`src/rtl/pipe_stall_ctrl.sv`:
```
// Pipeline sequencer for the 5-stage core: stage enables/flushes for load-use stalls,
// taken-branch flushes and multi-cycle data-memory accesses, plus a stall-cycle counter.
module pipe_stall_ctrl #(
  parameter int MEM_TIMEOUT = 15,
  parameter int CNT_W       = 16
) (
  input  logic             clk,
  input  logic             rst,
  input  logic [4:0]       ID_rs,
  input  logic [4:0]       ID_rt,
  input  logic             ID_uses_rs,
  input  logic             ID_uses_rt,
  input  logic             EXE_RegW,
  input  logic             EXE_RegW_Src,
  input  logic [4:0]       EXE_WBdst,
  input  logic             EXE_br_taken,
  input  logic             MEM_MemW,
  input  logic             MEM_RegW_Src,
  input  logic             mem_ready,
  output logic             pc_en,
  output logic             ifid_en,
  output logic             ifid_flush,
  output logic             idexe_en,
  output logic             idexe_flush,
  output logic             exemem_en,
  output logic             memwb_en,
  output logic             memwb_flush,
  output logic             mem_req,
  output logic             mem_err,
  output logic [CNT_W-1:0] stall_cnt
);

  localparam int WAIT_W = (MEM_TIMEOUT < 1) ? 1 : $clog2(MEM_TIMEOUT + 1);

  typedef enum logic [1:0] {
    ST_RUN      = 2'd0,
    ST_MEM_WAIT = 2'd1,
    ST_HALT     = 2'd2
  } state_t;

  state_t            state_r;
  state_t            state_nxt_s;
  logic [WAIT_W-1:0] wait_cnt_r;
  logic [WAIT_W-1:0] wait_cnt_nxt_s;
  logic              mem_err_r;
  logic              mem_err_nxt_s;
  logic [CNT_W-1:0]  stall_cnt_r;

  logic mem_access_s;
  logic load_use_s;
  logic rs_hit_s;
  logic rt_hit_s;

  // Control vector the RUN state would produce for the current inputs.
  logic run_pc_en_s, run_ifid_en_s, run_ifid_flush_s, run_idexe_en_s, run_idexe_flush_s;
  logic run_exemem_en_s, run_memwb_en_s, run_memwb_flush_s;

  // Combinational control vector after state and reset gating.
  logic pc_en_s, ifid_en_s, ifid_flush_s, idexe_en_s, idexe_flush_s;
  logic exemem_en_s, memwb_en_s, memwb_flush_s, mem_req_s;

  assign mem_access_s = MEM_MemW | MEM_RegW_Src;
  assign rs_hit_s     = ID_uses_rs & (ID_rs == EXE_WBdst);
  assign rt_hit_s     = ID_uses_rt & (ID_rt == EXE_WBdst);
  assign load_use_s   = EXE_RegW & EXE_RegW_Src & (EXE_WBdst != 5'd0) & (rs_hit_s | rt_hit_s);

  // RUN-state control decode; memory stall beats branch, branch beats load-use.
  always_comb begin
    run_pc_en_s       = 1'b1;
    run_ifid_en_s     = 1'b1;
    run_ifid_flush_s  = 1'b0;
    run_idexe_en_s    = 1'b1;
    run_idexe_flush_s = 1'b0;
    run_exemem_en_s   = 1'b1;
    run_memwb_en_s    = 1'b1;
    run_memwb_flush_s = 1'b0;
    if (mem_access_s && !mem_ready) begin
      run_pc_en_s       = 1'b0;
      run_ifid_en_s     = 1'b0;
      run_idexe_en_s    = 1'b0;
      run_exemem_en_s   = 1'b0;
      run_memwb_en_s    = 1'b0;
      run_memwb_flush_s = 1'b1;
    end else if (EXE_br_taken) begin
      // A coincident load-use is dropped: its consumer is flushed here anyway.
      run_ifid_flush_s  = 1'b1;
      run_idexe_flush_s = 1'b1;
    end else if (load_use_s) begin
      run_pc_en_s       = 1'b0;
      run_ifid_en_s     = 1'b0;
      run_idexe_flush_s = 1'b1;
    end else begin
      run_pc_en_s       = 1'b1;
    end
  end

  // Next-state logic and state-dependent output selection.
  always_comb begin
    state_nxt_s    = state_r;
    wait_cnt_nxt_s = wait_cnt_r;
    mem_err_nxt_s  = mem_err_r;
    pc_en_s        = 1'b0;
    ifid_en_s      = 1'b0;
    ifid_flush_s   = 1'b0;
    idexe_en_s     = 1'b0;
    idexe_flush_s  = 1'b0;
    exemem_en_s    = 1'b0;
    memwb_en_s     = 1'b0;
    memwb_flush_s  = 1'b1;
    mem_req_s      = 1'b0;
    case (state_r)
      ST_RUN: begin
        pc_en_s       = run_pc_en_s;
        ifid_en_s     = run_ifid_en_s;
        ifid_flush_s  = run_ifid_flush_s;
        idexe_en_s    = run_idexe_en_s;
        idexe_flush_s = run_idexe_flush_s;
        exemem_en_s   = run_exemem_en_s;
        memwb_en_s    = run_memwb_en_s;
        memwb_flush_s = run_memwb_flush_s;
        mem_req_s     = mem_access_s;
        if (mem_access_s && !mem_ready) begin
          state_nxt_s    = ST_MEM_WAIT;
          wait_cnt_nxt_s = WAIT_W'(1);
        end else begin
          state_nxt_s    = ST_RUN;
        end
      end
      ST_MEM_WAIT: begin
        mem_req_s = mem_access_s;
        if (mem_ready) begin
          // Completion cycle behaves exactly like RUN with a finished access.
          pc_en_s        = run_pc_en_s;
          ifid_en_s      = run_ifid_en_s;
          ifid_flush_s   = run_ifid_flush_s;
          idexe_en_s     = run_idexe_en_s;
          idexe_flush_s  = run_idexe_flush_s;
          exemem_en_s    = run_exemem_en_s;
          memwb_en_s     = run_memwb_en_s;
          memwb_flush_s  = run_memwb_flush_s;
          state_nxt_s    = ST_RUN;
          wait_cnt_nxt_s = '0;
        end else if (wait_cnt_r == WAIT_W'(MEM_TIMEOUT)) begin
          state_nxt_s    = ST_HALT;
          mem_err_nxt_s  = 1'b1;
        end else begin
          wait_cnt_nxt_s = wait_cnt_r + WAIT_W'(1);
        end
      end
      ST_HALT: begin
        state_nxt_s = ST_HALT;
      end
      default: begin
        state_nxt_s    = ST_HALT;
        mem_err_nxt_s  = 1'b1;
      end
    endcase
    if (!rst) begin
      // Reset drives all stages to hold a bubble and drops any pending request.
      pc_en_s       = 1'b0;
      ifid_en_s     = 1'b0;
      ifid_flush_s  = 1'b1;
      idexe_en_s    = 1'b0;
      idexe_flush_s = 1'b1;
      exemem_en_s   = 1'b0;
      memwb_en_s    = 1'b0;
      memwb_flush_s = 1'b1;
      mem_req_s     = 1'b0;
    end else begin
      mem_req_s     = mem_req_s;
    end
  end

  // Sequencer state, wait counter and sticky timeout flag.
  always_ff @(posedge clk or negedge rst) begin
    if (!rst) begin
      state_r    <= ST_RUN;
      wait_cnt_r <= '0;
      mem_err_r  <= 1'b0;
    end else begin
      state_r    <= state_nxt_s;
      wait_cnt_r <= wait_cnt_nxt_s;
      mem_err_r  <= mem_err_nxt_s;
    end
  end

  // Saturating count of cycles in which the PC is held.
  always_ff @(posedge clk or negedge rst) begin
    if (!rst) begin
      stall_cnt_r <= '0;
    end else if (!pc_en_s && (stall_cnt_r != {CNT_W{1'b1}})) begin
      stall_cnt_r <= stall_cnt_r + CNT_W'(1);
    end else begin
      stall_cnt_r <= stall_cnt_r;
    end
  end

  assign pc_en       = pc_en_s;
  assign ifid_en     = ifid_en_s;
  assign ifid_flush  = ifid_flush_s;
  assign idexe_en    = idexe_en_s;
  assign idexe_flush = idexe_flush_s;
  assign exemem_en   = exemem_en_s;
  assign memwb_en    = memwb_en_s;
  assign memwb_flush = memwb_flush_s;
  assign mem_req     = mem_req_s;
  assign mem_err     = mem_err_r;
  assign stall_cnt   = stall_cnt_r;

endmodule
```
`config.mk`:
```
export PLATFORM = sky130hd
export DESIGN_NAME = pipe_stall_ctrl
export DESIGN_NICKNAME = d
export VERILOG_FILES = /design/src/rtl/pipe_stall_ctrl.sv
export SDC_FILE = /design/constraint.sdc
export NUM_CORES = 1
export LEC_CHECK = 0
export ABC_AREA = 1
export CORE_MARGIN = 2
export CORE_UTILIZATION = 30
export DETAILED_ROUTE_END_ITERATION = 6
export PLACE_DENSITY = 0.54
export SLEW_MARGIN = 25
export SYNTH_ARGS = -nofsm -noshare
export SYNTH_HDL_FRONTEND = slang
export SYNTH_SLANG_ARGS = --single-unit
```
`constraint.sdc`:
```
create_clock -name clk -period 2.2 [get_ports clk]
set_input_delay 0.66 -clock clk [delete_from_list [all_inputs] [get_ports clk]]
set_output_delay 0.66 -clock clk [all_outputs]
set_load 0.02 [all_outputs]
```
# Word level (Yosys, flattened, before mapping)
# Index checks and enable logic that the tools add are counted.
# W data, S select, Z words.
# word_totals
elab_cells	74
inputBits	25
output_inout_bits	26
regBits	23
# op_classes
n_mux	38
n_reduce_logical	11
n_eq_ne	11
add_sub_neg	2
bitwise_logic	8
# op_table
cell	n
$mux W1	25
$add A16 B1 Y16 const B	1
$ne A16 B16 Y1 const B	1
$mux W4	3
$pmux W1 S2	6
$eq A5 B5 Y1	2
$pmux W4 S2	1
$ne A2 B2 Y1 const B	3
$ne A3 B3 Y1 const B	2
$reduce_and A3 Y1	2
$and A1 B1 Y1	5
$reduce_bool A5 Y1	1
$add A4 B1 Y4 const B	1
$eq A4 B4 Y1 const B	1
$mux W2	2
$pmux W2 S2	1
$reduce_or A2 Y1	2
$eq A2 B1 Y1 const B	1
$eq A2 B2 Y1 const B	1
$logic_and A1 B1 Y1	2
$logic_not A1 Y1	2
$logic_not A2 Y1	1
$or A1 B1 Y1	2
$reduce_bool A2 Y1	1
$not A1 Y1	1

# Longest topological paths before layout
# depth
ltp_word	12
mapped_depth	12
mapped_depth_nobuf	11

# Least setup slack after synthesis
# No wires, ideal clock.
# synth_path
path_kind	in2out
start	input port MEM_RegW_Src
end	output port pc_en
arrival_time_ns	1.814
slack_ns	-0.274
path_stages	7
required_time_ns	1.540
cell_sequence	o21ai_1 > a31oi_4 > nor2_4 > nand2_8 > clkbuf_8 > inv_2 > buf_4
# synth_via
elab_chain_cells	6
# synth_rtl
element	line_no	rtl
from (decl)	18	input logic MEM_RegW_Src,
$or A1 B1 Y1 *	62	assign mem_access_s = MEM_MemW | MEM_RegW_Src;
$logic_and A1 B1 Y1 *	77	if (mem_access_s && !mem_ready) begin
$mux W1 *	n/a	
$mux W1	n/a	
$pmux W1 S2 *	n/a	
$mux W1 *	n/a	
to (decl)	20	output logic pc_en,
# Every way passes the cells marked *; elsewhere a longest branch is shown, timed or not.

# Final worst setup path
# layout_path
start	input port EXE_WBdst[1]
end	output port idexe_flush
# layout_via
elab_chain_cells	10
word_cells_on_any_way	14
classes_between	2 x eq/ne; 6 x mux; 5 x bitwise; 1 x reduce/logical
# layout_rtl
element	line_no	rtl
from (decl)	15	input logic [4:0] EXE_WBdst,
$eq A5 B5 Y1 (on tied branches)	63, 64	
$and A1 B1 Y1 (on tied branches)	63, 64	
$or A1 B1 Y1	65	assign load_use_s = EXE_RegW & EXE_RegW_Src & (EXE_WBdst != 5'd0) & (rs_hit_s | rt_hit_s);
$and A1 B1 Y1 *	65	
$mux W1 *	88	end else if (load_use_s) begin
$mux W1 *	84	end else if (EXE_br_taken) begin
$mux W1 *	77	
$mux W1	131	if (mem_ready) begin
$pmux W1 S2 *	111	case (state_r)
$mux W1 *	158	if (!rst) begin
to (decl)	24	output logic idexe_flush,
# Marks and branches as above.

==> impl_results.md <==
- Die area: 6500 um2
- Die Ht: 80.6 um
- Global-route usage over all layers: 14.2%
- Highest cell delay on the worst timing path: 0.16 ns
- Psw: 622 uW
- Die W: 80.6 um
- Pwr Density: 644 nW/um2
- CTS tree: built
- Nets@finish: 330
- Crit path required time: 1.54 ns
- Register area share after synthesis: 32.7%
- Routed vias/inst: 4.34
- Clk slew on worst S/H paths: 0.09 ns
- Largest net degree at the start of global routing: 24
- Mapped Nets: 266
- Core footprint: 5570 um2
- Worst hold slack: 0.477 ns
- CP max stage cell: buf_4
- Share of cells above drive strength 1: 31.8%
- Setup TNS Final: 0 ns
- DRT iter0 DRCs: 73
- DRT antenna net count: 0
- Total grt overflow: 0
- # DRC: 0
- Peak Freq: 0.455 GHz
- Pleak: 0.00125 uW
- Routability cong.: 0.789
- Vias in the first global route: 1658
- Tightest Pin Transition: 0.340 ns
- Sw Share: 39.4%
- Clock Path Buffers: 2
- PortBufs: 50
- Vias: 1625
- Setup Skew: 0.00459 ns
- Worst slew margin: 77.3%
- Std cell rows: 27
- First-pass GRT wire length: 7.37 mm
- Worst Setup End Kind: output port
- Fillcell total: 591
- Final setup fails: 0
- Post-Syn Area: 1760 um2
- Synth Register Bits: 23
- Area delta synth->final: 39.0%
- Final period util: 100%
- Reg area: 576 um2
- Clock root cell: clkbuf_8
- Int Pwr: 955 uW
- Fin. max-slew vios: 0
- Avg Synthesized Cell Area: 7.37 um2
- Logic pwr share: 43.5%
- H-Tree Depth: 1
- Maximum vdd drop: 646 uV
- DR pass1 iterations: 4
- CP arrival: 1.54 ns
- Final Hold Viols: 0
- Finished Layout Cells: 374
- Synth warnings: 0
- Clock sink count: 23
- Clock Latency Late Sink: 0.27 ns
- Multi-input combinational cell area: 1020 um2
- Worst Hold Class: register to register
- Setup crit start kind: input pin
- Placed Instances: 367
- Initial Util: 31.6%
- Max FO, Critical Path: 4
- Routed wire length per instance: 10.7 um
- Final Util: 43.9%
- N_diodes: 0
- Crit path time final: 2.20 ns
- Synth cell types: 32
- RSZ-0062 raised after global routing: true
- Critical path, cell by cell: buf_8, buf_6, nor2_2, nand4_1, nand3_1, inv_2, a21oi_2, o21ai_1, buf_4
- Sequential fraction of design power: 38.4%
- Max-Cap Viols: 0
- Crit path kind: input pin to output port
- I/O Pins: 51
- TritonCTS Buffers: 3
- Synth Instances: 239
- Power share of the clock group: 18.0%
- Outcome: finished, final reports clean
- Antenna violations before repair: 0
- Routed WL: 4.02 mm
- Hpwl dp: 3.14 mm
-- placed cells by master (no fill, tap or decap), types with 3 or more instances in the layout --
cell type and n:
buf_2 12, buf_4 14, buf_6 12, xor2_1 9, nand2_2 22, nand4_1 4, clkdlybuf4s50_1 17, clkbuf_8 3
dfrtp_1 23, dlygate4sd2_1 4, nand3_1 27, nor2_2 4, nor2_1 19, inv_1 24, inv_2 11, nand2_1 56
nor3_1 3, a21oi_1 3, xnor2_1 6
-- per-stage QoR --
stage	area (um2)	total power (uW)	worst slack (ns)
finish	2450	1580	0.000823
CTS	2420	1590	-0.0107
floorplan	1790	1040	-0.141
global placement	2400	1300	-0.939
detailed placement	2400	1310	-0.945
global route	2450	1710	-0.111
-- registers in the layout, indices dropped and copies added (netlist names) --
register    flops
stall_cnt      16
wait_cnt_r      4
state_r         2
mem_err         1
-- Yosys cell counts --
master / n / area, um2
buf_4: 3 / 22.5
nand2_2: 20 / 125
o21ai_0: 3 / 15.0
nor2_4: 2 / 22.5
o31ai_1: 1 / 7.51
o21ai_2: 1 / 8.76
nand2_1: 58 / 218
inv_2: 8 / 30.0
nand3_2: 1 / 10.0
xor2_1: 9 / 78.8
a31oi_1: 1 / 6.26
buf_2: 1 / 5.00
dfrtp_1: 23 / 576
nor2_1: 20 / 75.1
nand3_1: 27 / 135
xnor2_1: 6 / 52.6
a21oi_1: 4 / 20.0
nand3b_1: 1 / 7.51
nand2_4: 1 / 11.3
a21o_1: 1 / 7.51
nand4_1: 4 / 25.0
nand4_4: 1 / 21.3
nor2_2: 3 / 18.8
nor3_4: 1 / 16.3
nor3_1: 3 / 15.0
a31oi_4: 1 / 21.3
o21ai_1: 1 / 5.00
ha_1: 2 / 25.0
clkbuf_8: 1 / 13.8
buf_12: 1 / 20.0
inv_1: 28 / 105
nand2_8: 2 / 40.0
-- layer usage --
metal	global-route usage, %	up-vias	wire (um)
met1	19.5	726	2000
met4	2.54	0	23
met5	0	-	0
met2	23.9	25	1870
met3	1.91	2	129
li1	-	872	-
-- worst max-delay path: cells and delay by family --
| family | cells | cell delay [ns] |
|---|---|---|
| compound gates | 2 | 0.19 |
| buf+inv | 4 | 0.42 |
| simple gates | 3 | 0.26 |
-- power groups by stage --
stage,Clock [uW],Combinational (uW),Sequential (uW)
6_report,284,687,606
5_1_grt,311,767,628
4_1_cts,291,692,609
3_5_place_dp,0,694,616
3_3_place_gp,0,687,617
2_1_floorplan,0,378,665
-- final timing paths --
path / startpoint / to / slack [ns] / depth (start not counted)
min in group asynchronous: rst / stall_cnt[8]$_DFFE_PN0P_ / 0.64 / 3
min reg2reg: mem_err$_DFFE_PN0P_ / mem_err$_DFFE_PN0P_ / 0.48 / 1
min: mem_err$_DFFE_PN0P_ / mem_err$_DFFE_PN0P_ / 0.48 / 1
max: EXE_WBdst[1] / idexe_flush / 0.0008 / 9
max in group asynchronous: rst / stall_cnt[0]$_DFFE_PN0P_ / 1.32 / 3
max reg2reg: stall_cnt[0]$_DFFE_PN0P_ / stall_cnt[1]$_DFFE_PN0P_ / 0.46 / 7
-- cells by family (layout without fill, tap and decap cells) --
logic type | after synthesis | after routing | share of synthesized area [%]
AO/OA/AOI/OAI | 13 | 13 | 5.19
XOR/XNOR | 15 | 15 | 7.46
adder cells (fa/ha/maj) | 2 | 2 | 1.42
buffers and inverters | 42 | 105 | 11.2
flip-flops | 23 | 23 | 32.7
AND/OR/NAND/NOR | 144 | 144 | 42.1
-- layout make-up --
type	count	share of cell area, %
well taps	72	3.68
clock inverters	1	0.307
flip-flops and latches	23	23.5
multi-input cells	174	41.6
repair buffers	65	23.4
clock buffers	3	1.69
inverters	36	5.83
-- what timing repair did --
item,in CTS,in global routing
gates resized for setup,138,9
hold buffers,0,0
buffers inserted,3,0
endpoints found under the setup margin,25,4
pin swaps,32,12
Power figures use the tool's default switching activity.
